`src/rtl/mul_pkg.sv`:
```
// Shared types and constants for the multiplier writeback path.
package mul_pkg;
  localparam int MUL_LAT = 3;
  localparam int ROB_W   = 5;
  localparam int GPR_W   = 6;
  localparam int HILO_W  = 2;

  typedef enum logic [2:0] {
    OP_MULT  = 3'd0,
    OP_MULTU = 3'd1,
    OP_MADD  = 3'd2,
    OP_MSUB  = 3'd3,
    OP_MUL   = 3'd4
  } mul_op_e;

  typedef struct packed {
    logic [63:0]       y;
    logic [ROB_W-1:0]  rob_ptr;
    logic              gpr_val;
    logic [GPR_W-1:0]  gpr_ptr;
    logic              hilo_val;
    logic [HILO_W-1:0] hilo_ptr;
  } mul_wb_entry_t;
endpackage

```
`src/rtl/mul_wb_queue_if.sv`:
```
// Issue/complete inputs and writeback handshake of the multiply queue.
interface mul_wb_queue_if;
  import mul_pkg::*;

  logic              flush;
  logic              mul_go;
  logic              mul_can_issue;
  logic              mul_complete;
  logic [63:0]       mul_y;
  logic [ROB_W-1:0]  mul_rob_ptr;
  logic              mul_gpr_val;
  logic [GPR_W-1:0]  mul_gpr_ptr;
  logic              mul_hilo_val;
  logic [HILO_W-1:0] mul_hilo_ptr;
  logic              wb_valid;
  logic              wb_ready;
  logic [ROB_W-1:0]  wb_rob_ptr;
  logic              wb_gpr_val;
  logic [GPR_W-1:0]  wb_gpr_ptr;
  logic [31:0]       wb_gpr_data;
  logic              wb_hilo_val;
  logic [HILO_W-1:0] wb_hilo_ptr;
  logic [63:0]       wb_hilo_data;
  logic              overflow_err;

  modport master (
    output flush, mul_go, mul_complete, mul_y,
    output mul_rob_ptr, mul_gpr_val, mul_gpr_ptr,
    output mul_hilo_val, mul_hilo_ptr, wb_ready,
    input  mul_can_issue, wb_valid, wb_rob_ptr,
    input  wb_gpr_val, wb_gpr_ptr, wb_gpr_data,
    input  wb_hilo_val, wb_hilo_ptr, wb_hilo_data,
    input  overflow_err
  );

  modport slave (
    input  flush, mul_go, mul_complete, mul_y,
    input  mul_rob_ptr, mul_gpr_val, mul_gpr_ptr,
    input  mul_hilo_val, mul_hilo_ptr, wb_ready,
    output mul_can_issue, wb_valid, wb_rob_ptr,
    output wb_gpr_val, wb_gpr_ptr, wb_gpr_data,
    output wb_hilo_val, wb_hilo_ptr, wb_hilo_data,
    output overflow_err
  );
endinterface

```
`src/rtl/mul_wb_fifo.sv`:
```
// DEPTH-entry FIFO of writeback entries; a push into a full FIFO
// only lands when the head leaves in the same cycle.
module mul_wb_fifo
  import mul_pkg::*;
#(
  parameter int DEPTH = 4
) (
  input  logic                     clk,
  input  logic                     rst_n,
  input  logic                     i_push,
  input  logic                     i_pop,
  input  logic                     i_flush,
  input  mul_wb_entry_t            i_wdata,
  output mul_wb_entry_t            o_rdata,
  output logic [$clog2(DEPTH):0]   o_count,
  output logic                     o_full,
  output logic                     o_empty
);
  localparam int AW = $clog2(DEPTH);
  localparam int CW = AW + 1;

  logic [AW-1:0] r_head;
  logic [AW-1:0] r_tail;
  logic [CW-1:0] r_count;
  mul_wb_entry_t r_mem [DEPTH];

  logic w_wr;
  logic w_rd;

  assign o_full  = (r_count == CW'(DEPTH));
  assign o_empty = (r_count == '0);
  assign w_rd    = i_pop & ~o_empty & ~i_flush;
  assign w_wr    = i_push & ~i_flush & (~o_full | w_rd);

  always_ff @(posedge clk or negedge rst_n) begin
    if (!rst_n) begin
      r_head  <= '0;
      r_tail  <= '0;
      r_count <= '0;
    end else if (i_flush) begin
      r_head  <= '0;
      r_tail  <= '0;
      r_count <= '0;
    end else begin
      if (w_wr) r_tail <= r_tail + 1'b1;
      if (w_rd) r_head <= r_head + 1'b1;
      if (w_wr && !w_rd)      r_count <= r_count + 1'b1;
      else if (w_rd && !w_wr) r_count <= r_count - 1'b1;
    end
  end

  always_ff @(posedge clk) begin
    if (w_wr) r_mem[r_tail] <= i_wdata;
  end

  assign o_rdata = r_mem[r_head];
  assign o_count = r_count;
endmodule

```
`src/rtl/mul_wb_queue.sv`:
```
// Buffers fixed-latency multiply completions for the writeback port
// and hands out issue credit so the buffer can never overflow.
module mul_wb_queue
  import mul_pkg::*;
#(
  parameter int DEPTH = 4
) (
  input  logic           clk,
  input  logic           reset,
  mul_wb_queue_if.slave  bus
);
  localparam int CW = $clog2(DEPTH) + 1;
  localparam int PW = CW + 1;

  logic [MUL_LAT-1:0] r_s;
  logic [MUL_LAT-1:0] r_v;
  logic               r_ovf;

  logic [CW-1:0] w_count;
  logic [PW-1:0] w_pending;
  logic          w_full;
  logic          w_empty;
  logic          w_valid;
  logic          w_push;
  logic          w_pop;
  logic          w_ovf_evt;
  mul_wb_entry_t w_wdata;
  mul_wb_entry_t w_head;
  mul_wb_entry_t w_out;

  // s counts every issued op, v only the ones that survive a flush
  always_ff @(posedge clk or negedge reset) begin
    if (!reset) begin
      r_s   <= '0;
      r_v   <= '0;
      r_ovf <= 1'b0;
    end else begin
      r_s <= {r_s[MUL_LAT-2:0], bus.mul_go};
      r_v <= {r_v[MUL_LAT-2:0], bus.mul_go}
             & {MUL_LAT{~bus.flush}};
      if (w_ovf_evt) r_ovf <= 1'b1;
    end
  end

  assign w_pending = PW'(w_count) + PW'($countones(r_s));
  assign bus.mul_can_issue = (w_pending < PW'(DEPTH));

  assign w_valid = ~w_empty;
  assign w_push  = bus.mul_complete & r_v[MUL_LAT-1] & ~bus.flush;
  assign w_pop   = w_valid & bus.wb_ready & ~bus.flush;

  assign w_ovf_evt = (bus.mul_complete & ~r_s[MUL_LAT-1])
                   | (w_push & w_full & ~w_pop);

  assign w_wdata = '{
    y:        bus.mul_y,
    rob_ptr:  bus.mul_rob_ptr,
    gpr_val:  bus.mul_gpr_val,
    gpr_ptr:  bus.mul_gpr_ptr,
    hilo_val: bus.mul_hilo_val,
    hilo_ptr: bus.mul_hilo_ptr
  };

  mul_wb_fifo #(.DEPTH(DEPTH)) u_fifo (
    .clk     (clk),
    .rst_n   (reset),
    .i_push  (w_push),
    .i_pop   (w_pop),
    .i_flush (bus.flush),
    .i_wdata (w_wdata),
    .o_rdata (w_head),
    .o_count (w_count),
    .o_full  (w_full),
    .o_empty (w_empty)
  );

  assign w_out = w_valid ? w_head : '0;

  assign bus.wb_valid     = w_valid;
  assign bus.wb_rob_ptr   = w_out.rob_ptr;
  assign bus.wb_gpr_val   = w_out.gpr_val;
  assign bus.wb_gpr_ptr   = w_out.gpr_ptr;
  assign bus.wb_gpr_data  = w_out.y[31:0];
  assign bus.wb_hilo_val  = w_out.hilo_val;
  assign bus.wb_hilo_ptr  = w_out.hilo_ptr;
  assign bus.wb_hilo_data = w_out.y;
  assign bus.overflow_err = r_ovf;
endmodule

```
`src/flat_wrapper.sv`:
```
// flat-port wrapper written by rule: the top's interface ports become plain ports
module mul_wb_queue_flat import mul_pkg::*;
#(
  parameter int DEPTH = 4
)
  (clk, reset, bus_flush, bus_mul_go, bus_mul_complete, bus_mul_y, bus_mul_rob_ptr, bus_mul_gpr_val, bus_mul_gpr_ptr, bus_mul_hilo_val, bus_mul_hilo_ptr, bus_wb_ready, bus_mul_can_issue, bus_wb_valid, bus_wb_rob_ptr, bus_wb_gpr_val, bus_wb_gpr_ptr, bus_wb_gpr_data, bus_wb_hilo_val, bus_wb_hilo_ptr, bus_wb_hilo_data, bus_overflow_err);
  mul_wb_queue_if bus_i ();
  input  logic clk;
  input  logic reset;
  input wire logic [$bits(bus_i.flush)-1:0] bus_flush;
  input wire logic [$bits(bus_i.mul_go)-1:0] bus_mul_go;
  input wire logic [$bits(bus_i.mul_complete)-1:0] bus_mul_complete;
  input wire logic [$bits(bus_i.mul_y)-1:0] bus_mul_y;
  input wire logic [$bits(bus_i.mul_rob_ptr)-1:0] bus_mul_rob_ptr;
  input wire logic [$bits(bus_i.mul_gpr_val)-1:0] bus_mul_gpr_val;
  input wire logic [$bits(bus_i.mul_gpr_ptr)-1:0] bus_mul_gpr_ptr;
  input wire logic [$bits(bus_i.mul_hilo_val)-1:0] bus_mul_hilo_val;
  input wire logic [$bits(bus_i.mul_hilo_ptr)-1:0] bus_mul_hilo_ptr;
  input wire logic [$bits(bus_i.wb_ready)-1:0] bus_wb_ready;
  output wire logic [$bits(bus_i.mul_can_issue)-1:0] bus_mul_can_issue;
  output wire logic [$bits(bus_i.wb_valid)-1:0] bus_wb_valid;
  output wire logic [$bits(bus_i.wb_rob_ptr)-1:0] bus_wb_rob_ptr;
  output wire logic [$bits(bus_i.wb_gpr_val)-1:0] bus_wb_gpr_val;
  output wire logic [$bits(bus_i.wb_gpr_ptr)-1:0] bus_wb_gpr_ptr;
  output wire logic [$bits(bus_i.wb_gpr_data)-1:0] bus_wb_gpr_data;
  output wire logic [$bits(bus_i.wb_hilo_val)-1:0] bus_wb_hilo_val;
  output wire logic [$bits(bus_i.wb_hilo_ptr)-1:0] bus_wb_hilo_ptr;
  output wire logic [$bits(bus_i.wb_hilo_data)-1:0] bus_wb_hilo_data;
  output wire logic [$bits(bus_i.overflow_err)-1:0] bus_overflow_err;
  assign bus_i.flush = bus_flush;
  assign bus_i.mul_go = bus_mul_go;
  assign bus_i.mul_complete = bus_mul_complete;
  assign bus_i.mul_y = bus_mul_y;
  assign bus_i.mul_rob_ptr = bus_mul_rob_ptr;
  assign bus_i.mul_gpr_val = bus_mul_gpr_val;
  assign bus_i.mul_gpr_ptr = bus_mul_gpr_ptr;
  assign bus_i.mul_hilo_val = bus_mul_hilo_val;
  assign bus_i.mul_hilo_ptr = bus_mul_hilo_ptr;
  assign bus_i.wb_ready = bus_wb_ready;
  assign bus_mul_can_issue = bus_i.mul_can_issue;
  assign bus_wb_valid = bus_i.wb_valid;
  assign bus_wb_rob_ptr = bus_i.wb_rob_ptr;
  assign bus_wb_gpr_val = bus_i.wb_gpr_val;
  assign bus_wb_gpr_ptr = bus_i.wb_gpr_ptr;
  assign bus_wb_gpr_data = bus_i.wb_gpr_data;
  assign bus_wb_hilo_val = bus_i.wb_hilo_val;
  assign bus_wb_hilo_ptr = bus_i.wb_hilo_ptr;
  assign bus_wb_hilo_data = bus_i.wb_hilo_data;
  assign bus_overflow_err = bus_i.overflow_err;
  mul_wb_queue #(.DEPTH(DEPTH)) u_core (.clk(clk), .reset(reset), .bus(bus_i));
endmodule
```
`config.mk`:
```
export PLATFORM = sky130hd
export DESIGN_NAME = mul_wb_queue_flat
export DESIGN_NICKNAME = d
export VERILOG_FILES = /design/src/rtl/mul_pkg.sv /design/src/rtl/mul_wb_queue_if.sv /design/src/rtl/mul_wb_fifo.sv /design/src/rtl/mul_wb_queue.sv /design/src/flat_wrapper.sv
export SDC_FILE = /design/constraint.sdc
export NUM_CORES = 1
export LEC_CHECK = 0
export CAP_MARGIN = 20
export CORE_ASPECT_RATIO = 1.75
export CORE_MARGIN = 1
export CORE_UTILIZATION = 54
export DETAILED_ROUTE_END_ITERATION = 8
export PLACE_DENSITY = 0.8
export SYNTH_ARGS = -nofsm -noshare
export SYNTH_HDL_FRONTEND = slang
export SYNTH_HIERARCHICAL = 1
export SYNTH_SLANG_ARGS = --single-unit
```
`constraint.sdc`:
```
create_clock -name clk -period 4.8 [get_ports clk]
set_input_delay 0.48 -clock clk [delete_from_list [all_inputs] [get_ports clk]]
set_output_delay 0.48 -clock clk [all_outputs]
set_load 0.005 [all_outputs]
```
==> results.md, run 1 <==
Timing:
- The relative slew slack is 0.351.
- The count of pins over their slew limit is 0.
- Setup repair after global routing left no endpoint under its margin.
- In the finished design, the share of the clock period the worst path needs comes to 0.716.
- In the final timing run, aggregate negative setup slack is 0 ns.
- The highest clock rate is 291 MHz.
- Subtracting the final worst setup slack from the clock period gives 3.44 ns.
- Clock skew on the completed layout was measured at 0.0162 ns.
- The final hold violation count was 0.
- For the pin with the worst max-slew slack, the measured transition is 0.973 ns.
- The final hold slack is 0.335 ns.
- The number of failing setup endpoints in the final timing report is 0.

Yosys:
- The count of yosys warnings during synthesis is 6.
- The synthesized-area fraction occupied by ao, oa, aoi and oai cells was 0.00657.
- The total of flip-flops plus latches after synthesis is 330.
- For this run, the register share of the synthesized area comes to 0.759.
- The fraction of the mapped netlist area in simple logic gates is 0.0519.
- Of the total synthesized cell area, the portion taken by XOR and XNOR cells is 0.00203.
- The synthesized-area fraction occupied by adder cells is 0.00792.
- The number of nets produced by synthesis is 705.
- The largest family of logic cells by synthesized area is multiplexers.
- After synthesis, the netlist uses 34 different library cells.
- A synthesized cell averages 21.1 um^2.
- The portion of synthesized area spent on multiplexers is 0.138.
- The synthesized instance count is 613.
- Summing every instance area after synthesis gives 13000 um^2.

Layout:
- The share of post-route cells with drive strength above 1 is 0.177.
- The number of antenna diodes in the final layout is 0.
- The number of inserted filler cells in the final layout is 1457.
- In the final design database the tool counted 878 nets.
- The area growth from synthesis to layout is 23.6%.

Pwr:
- The analysis attributes to cell leakage a power of 0.00495 uW.
- The power per standard cell area is 349 nW/um^2.
- The worst-case IR drop observed on VDD is 0.384 mV.

Clock network:
- Counting along the longest clock path gives a buffer depth of 3.
- The clock reaches the later pin of the worst-skew pair after 0.55 ns.
- The cts-stage hold buffer count is 0.
- The number of sinks on the clock net is 330.
- After clock tree synthesis, the repair step resized 0 gates.
- The clock tree from TritonCTS is yes.
- The root buffer cell is sky130_fd_sc_hd__clkbuf_16.
- After clock tree synthesis, the clock-pin slew on the worst setup and hold paths is 0.07 ns.
- In this run the number of H-tree levels came out at 1.
- Clock tree synthesis inserted a total of 27 buffers.
- The number of post-CTS setup repair buffers is 0.

Routing:
- The routed via count is 6256.
- The average vias per placed instance is 5.64.
- Dividing the detail-routed wire length by the instance count gives 23.0 um.
- Signal routing reaches up to met4.
- The first routing iteration left 380 violations.
- The post-detailed-route count of antenna-violating nets is 0.
- In the routed design, unresolved DRC markers number 0.
- The met1 routed wirelength after detailed routing is 9.21 mm.
- Detailed routing placed a total of 14.4 mm of wire on met2.
- For this run, the detailed router's first-pass iteration total came to 5.
- The total routed wirelength is 25.5 mm.
- The routed length on met3 is 1.31 mm.

Setup path:
- The highest net fanout along the worst path is 81.
- Together, buffers and inverters on the worst path number 2.
- STA classifies the critical path startpoint as a flop.
- The cell family contributing the most delay on the critical path is buffers and inverters.
- The worst setup path is captured at an output pin.
- In this design, the stage delay of the slowest critical-path cell is 0.80 ns.
- The setup path with the least slack is of type flop to output pin.
- STA puts the critical path data arrival time at 2.96 ns.
- STA puts the critical path data required time at 4.32 ns.
- The slowest stage of the critical path is the sky130_fd_sc_hd__buf_4 cell.
- Traced cell by cell, the critical path runs through nor3_2, buf_4, nor2b_1, clkdlybuf4s50_1.

GRT:
- The initial antenna violation count was 0.
- The wire length of the first global-routing pass is 38.2 mm.
- The via count of the first global-routing pass is 6663.
- In the global route stage, overall resource usage came out at 0.210.
- The largest net degree at the start of global routing is 82.
- The final global-route overflow total is 0.

Floorplan:
- For this configuration, the core starts out at a cell density of 0.553.
- The floorplan step set the die height to 207 um.
- The placeable core area is 23400 um^2.
- The full die area is 24600 um^2.
- The top-level I/O count is 199.
- After floorplanning, the core was divided into 74 placement rows.
- The floorplan step set the die width to 119 um.

Flow run:
- The tool flagged a number of max-cap violations equal to 0.

Outcome:
- The flow ran to the end, and the final reports show no timing, DRC or antenna violations.

Placement:
- The congestion estimate from routability-driven global placement came to 0.758.
- The quantity of I/O buffers inserted on ports is 198.
- Detailed placement ended at an HPWL of 15.3 mm.

Hold path:
- The path class of the tightest hold or removal check is input pin to asynchronous set/reset pin.
==> cell usage after synthesis, drive strengths merged <==
| master | number | area [um^2] |
|---|---|---|
| a211oi | 1 | 7.51 |
| a21oi | 1 | 5.00 |
| a311oi | 1 | 8.76 |
| a31oi | 1 | 6.26 |
| and2 | 4 | 25.0 |
| buf | 51 | 350 |
| clkbuf | 11 | 41.3 |
| dfrtp | 14 | 350 |
| edfxtp | 316 | 9490 |
| fa | 2 | 40.0 |
| ha | 5 | 62.6 |
| inv | 13 | 48.8 |
| mux2 | 1 | 11.3 |
| mux4 | 79 | 1780 |
| nand2 | 4 | 15.0 |
| nand2b | 2 | 12.5 |
| nand3b | 1 | 7.51 |
| nand4b | 1 | 8.76 |
| nor2 | 8 | 30.0 |
| nor2b | 82 | 513 |
| nor3 | 3 | 15.0 |
| nor3b | 1 | 12.5 |
| nor4b | 2 | 23.8 |
| o21ai | 1 | 5.00 |
| o221ai | 1 | 8.76 |
| o31a | 1 | 8.76 |
| o31ai | 1 | 7.51 |
| o32ai | 1 | 27.5 |
| or3b | 1 | 8.76 |
| xnor2 | 2 | 17.5 |
| xor2 | 1 | 8.76 |
==> layout by cell type, fill, tap and decap left out, types with 2 or more instances in the layout <==
cell type / synthesis / final
sky130_fd_sc_hd__edfxtp_1: 316 / 316
sky130_fd_sc_hd__clkdlybuf4s50_1: 0 / 198
sky130_fd_sc_hd__nor2b_1: 82 / 82
sky130_fd_sc_hd__mux4_2: 79 / 79
sky130_fd_sc_hd__clkbuf_16: 0 / 27
sky130_fd_sc_hd__inv_1: 13 / 13
sky130_fd_sc_hd__dfrtp_1: 14 / 12
sky130_fd_sc_hd__nor2_1: 8 / 8
sky130_fd_sc_hd__clkinv_2: 0 / 7
sky130_fd_sc_hd__bufinv_16: 0 / 5
sky130_fd_sc_hd__ha_1: 5 / 5
sky130_fd_sc_hd__clkbuf_1: 11 / 4
sky130_fd_sc_hd__nand2_1: 4 / 4
sky130_fd_sc_hd__and2_4: 0 / 4
sky130_fd_sc_hd__buf_12: 0 / 4
sky130_fd_sc_hd__clkinvlp_4: 0 / 3
sky130_fd_sc_hd__buf_4: 33 / 3
sky130_fd_sc_hd__fa_1: 2 / 2
sky130_fd_sc_hd__nor3_1: 3 / 2
sky130_fd_sc_hd__nand2b_1: 2 / 2
sky130_fd_sc_hd__xnor2_1: 2 / 2
sky130_fd_sc_hd__dfrtp_4: 0 / 2
==> path summary, 6_finish.rpt <==
| kind | from | end | slack [ns] | cells after the start |
|---|---|---|---|---|
| hold reg to reg | u_core/r_s[1] | u_core/r_s[2] | 0.38 | 0 |
| max in group asynchronous | reset | u_core/u_fifo/r_head[0] | 3.97 | 1 |
| hold / removal | reset | u_core/bus.overflow_err | 0.34 | 1 |
| setup / recovery | u_core/u_fifo/o_count[1] | bus_wb_gpr_data[25] | 1.36 | 4 |
| min in group clk | u_core/r_s[1] | u_core/r_s[2] | 0.38 | 0 |
| setup reg to reg | u_core/u_fifo/o_count[1] | u_core/u_fifo/r_mem[3][67] | 1.67 | 6 |
==> power by group <==
part | internal (uW) | total [uW] | switching (uW)
logic | 81.5 | 142 | 60.5
clock network | 1320 | 2290 | 967
registers | 3160 | 3160 | 2.27
total | 4560 | 5590 | 1030
==> per-stage QoR <==
stage / instances / cell area, um^2 / util / power (uW) / setup slack, ns
finish: 1110 / 16000 / 0.683 / 5590 / 1.36
global route: 1110 / 16000 / 0.683 / 5720 / 1.19
CTS: 1109 / 16000 / 0.682 / 5620 / 1.25
detailed placement: 1060 / 15100 / 0.643 / 3360 / 1.16
global placement: 1060 / 15100 / 0.643 / 3350 / 1.33
floorplan: 613 / 13000 / - / 3240 / 1.06
==> final cells by class <==
cell class	instances	area (um^2)	area share
Sequential cell	330	9850	0.615
Multi-Input combinational cell	208	2690	0.168
Timing Repair Buffer	206	2110	0.132
Clock buffer	32	704	0.0440
Tap cell	304	380	0.0238
Clock inverter	17	225	0.0141
Inverter	13	48.8	0.00305
==> registers in the layout, summed over array words and instances (netlist names) <==
register / cells
u_core/u_fifo/r_head: 2
u_core/u_fifo/o_count: 3
u_core/bus.overflow_err: 1
u_core/u_fifo/r_tail: 2
u_core/r_s: 3
u_core/u_fifo/r_mem: 316
u_core/r_v: 3
==> cell families after synthesis <==
family	Yosys count
xor+xnor	3
flops	330
fa+ha+maj	7
compound gates	9
buf+inv	75
simple gates	109
mux	80
==> routing by layer <==
metal	track usage	vias to the layer above
li1	-	2732
met1	0.250	3252
met2	0.388	231
met3	0.0277	41
met4	0.0755	0
met5	0	-
Power figures use the tool's default switching activity.
==> run 2: changes to the inputs <==
- CORE_UTILIZATION: 54 -> 49
- PLACE_DENSITY: 0.8 -> 0.76
- clock period: 4.8 -> 3.07 ns (I/O delays scaled with it)
==> run 2 against run 1 <==
Compared with the run above: the run now ends with design-rule violations left; final area grew 0.65%; critical endpoint is now bus_wb_hilo_data[59]; global-route usage shrank 1.2 points; critical path depth is the same; sequential power grew 56%; non-clock buffer count grew 9; clock-buffer cell count is the same; largest cell class unchanged; register-to-register slack lost 1.4 ns; routed wire length grew 1.6%.
==> results.md, run 2 (synthesis gave the netlist of run 1 again) <==
Outcome:
- The run finished, with violations left.
- The final reports fail on design-rule violations.

Clock network:
- Hold repair after CTS inserted 0 buffers.
- The tree is rooted in a sky130_fd_sc_hd__clkbuf_16.
- CTS saw 330 sinks.
- After clock tree synthesis, the clock-pin slew on the worst setup and hold paths is 0.07 ns.
- The clock passes through at most 3 buffers.
- At the later pin of the worst-skew pair, clock insertion delay measures 0.54 ns.
- In this run the number of H-tree levels came out at 1.
- The number of buffers added by the clock tree synthesis step is 27.
- The clock tree from TritonCTS is yes.

Setup path:
- The data required time at the worst endpoint is 2.76 ns.
- Among all stages on the critical path, the largest delay is contributed by sky130_fd_sc_hd__dfrtp_4.
- Walking the worst path, the cells encountered are buf_12, mux4_2, nor2b_1, clkdlybuf4s50_1.
- Along the worst path, the maximum fanout reaches 32.
- The capturing element type of the critical path is an output pin.
- The cell depth of the worst flop-to-flop path is 9.
- The critical setup path kind is flop to output pin.
- The worst path arrival time is 2.65 ns.
- The worst setup path is launched from a flop.
- The delay contributed by the slowest stage of the critical path is 0.77 ns.
- In this run the critical register-to-register path is launched from u_core/u_fifo/o_count[1].
- The worst setup slack for register-to-register paths is 0.25 ns.
- The worst flop-to-flop path endpoint is u_core/u_fifo/o_count[2].

Floorplan:
- The top-level I/O count is 199.
- The total area inside the core boundary comes to 26000 um^2.
- The die height is 217 um.
- The width of the die is 125 um.
- The initial cell density of the core is 0.499.
- The full die area is 27100 um^2.
- The site row count is 78.

Placement:
- The quantity of I/O buffers inserted on ports is 198.
- Prior to clock tree synthesis, the placed netlist has a worst setup slack of 0.199 ns.
- The congestion estimate from routability-driven global placement came to 0.775.
- The placed wire-length estimate is 16.8 mm.

Flow run:
- The max-cap check violation count is 0.

Layout:
- u_core/u_fifo/r_mem holds more flip-flops than any other register.
- The library cell used most frequently in the layout, excluding fill and tap cells, is sky130_fd_sc_hd__edfxtp_1.
- In the final layout, the share of cells above drive strength 1 is 0.181.
- In the final layout, flip-flops and latches occupy 9850 um^2.
- The library cells used most frequently in the layout, excluding fill and tap cells, are sky130_fd_sc_hd__edfxtp_1 (316), sky130_fd_sc_hd__clkdlybuf4s50_1 (198), sky130_fd_sc_hd__nor2b_1 (82).
- The area growth from synthesis to layout is 24.4%.
- The register with the most flip-flops in the layout has 316 of them.
- The number of diodes is 0.
- The multi-input combinational cells in the finished layout cover a total of 2690 um^2.
- Counting the fill cells in the layout gives 1776.
- The number of nets in the layout is 887.

Routing:
- After detailed routing, the number of remaining DRC violations is 30.
- The total routed wirelength is 25.9 mm.
- For this block, the initial DRC count from the detailed router was 484.
- The pre-antenna-repair detailed-routing pass consisted of 7 iterations.
- The post-detailed-route count of antenna-violating nets is 0.
- Dividing the detail-routed via count by the number of cells gives 5.48.
- In the final routed layout, each cell accounts on average for 22.9 um.
- Across all layers, the routed design uses 6206 vias.

Timing:
- The clock arrives with 0.0253 ns of skew.
- The relative slew slack is 0.570.
- Setup repair after global routing left no endpoint under its margin.
- The clock period minus worst slack is 2.95 ns.
- The final hold violation count is 0.
- Derived from the worst setup path, the maximum achievable clock frequency is 339 MHz.
- The number of failing setup endpoints in the final timing report is 0.
- The total negative slack for setup checks is 0 ns.
- In the finished design, the share of the clock period the worst path needs comes to 0.962.
- For the pin with the worst max-slew slack, the measured transition is 0.643 ns.
- The count of pins over their slew limit was 0.
- The least setup slack across all paths after layout is 0.117 ns.

Hold path:
- The min-delay analysis places its worst path in the category input pin to asynchronous set/reset pin.

GRT:
- The largest net degree at the start of global routing is 82.
- The final global-route overflow total is 0.
- The overall routing resource usage is 0.197.
- The initial antenna violation count is 1.
- The first global-routing pass estimated 39.6 mm of wire.
- The via count of the first global-routing pass is 6860.

Pwr:
- For this design the ratio of total power to cell area is 525 nW/um^2.
- The maximum vdd drop is 0.520 mV.
- The standby leakage power is 0.00498 uW.
run 2: worst max-delay path by stage:
stage               cells past startpoint  slack [ns]                    endpoint                     start
floorplan                               7        0.19   u_core/u_fifo/r_mem[0][0]  u_core/u_fifo/o_count[0]
global placement                        9        0.33    u_core/u_fifo/o_count[2]              bus_wb_ready
detailed placement                      7        0.20  u_core/u_fifo/r_mem[2][56]                 bus_flush
CTS                                     6       0.006           bus_mul_can_issue  u_core/u_fifo/o_count[0]
global route                            9        0.03    u_core/u_fifo/o_count[2]  u_core/u_fifo/o_count[1]
finish                                  4        0.12        bus_wb_hilo_data[59]   u_core/u_fifo/r_head[1]
run 2: metrics by stage:
| stage | cell area (um^2) | power (uW) | cells | utilization | hold WS [ns] |
|---|---|---|---|---|---|
| 6_report | 16100 | 8450 | 1133 | 0.621 | 0.160 |
| 5_1_grt | 16100 | 8700 | 1133 | 0.621 | 0.201 |
| 4_1_cts | 16100 | 8520 | 1133 | 0.621 | 0.168 |
| 3_5_place_dp | 15300 | 5260 | 1085 | 0.588 | 0.380 |
| 3_3_place_gp | 15300 | 5250 | 1085 | 0.588 | 0.365 |
| 2_1_floorplan | 13000 | 5070 | 613 | - | 0.0114 |
run 2: where the power goes:
part / switching (uW) / total [uW] / internal, uW / leakage, uW
logic: 94.6 / 224 / 129 / 0.00155
clock network: 1470 / 3290 / 1820 / 0.000414
registers: 3.64 / 4940 / 4930 / 0.00302
run 2: layout make-up:
type                    count  area share
clock buffers              32      0.0443
clock inverters            15     0.00777
inverters                  13     0.00303
multi-input cells         208       0.167
flip-flops and latches    330       0.611
well taps                 320      0.0248
repair buffers            215       0.142
run 2: critical path, delay by kind of cell (launching register included):
kind,cells,cell delay [ns]
multiplexers,1,0.39
AND/OR/NAND/NOR,1,0.16
flip-flops,1,0.77
buffers and inverters,2,0.74
run 2: per-layer routing:
metal / up-vias / routed length, um / GRT usage
li1: 2746 / - / -
met1: 3228 / 8970 / 0.211
met2: 188 / 15000 / 0.386
met3: 42 / 1120 / 0.0263
met4: 2 / 857 / 0.0833
met5: - / 13 / 0
run 2: timing repair:
item / CTS / global route
buffers inserted: 1 / 0
gates resized for setup: 0 / 1
setup endpoints to repair: 7 / 1
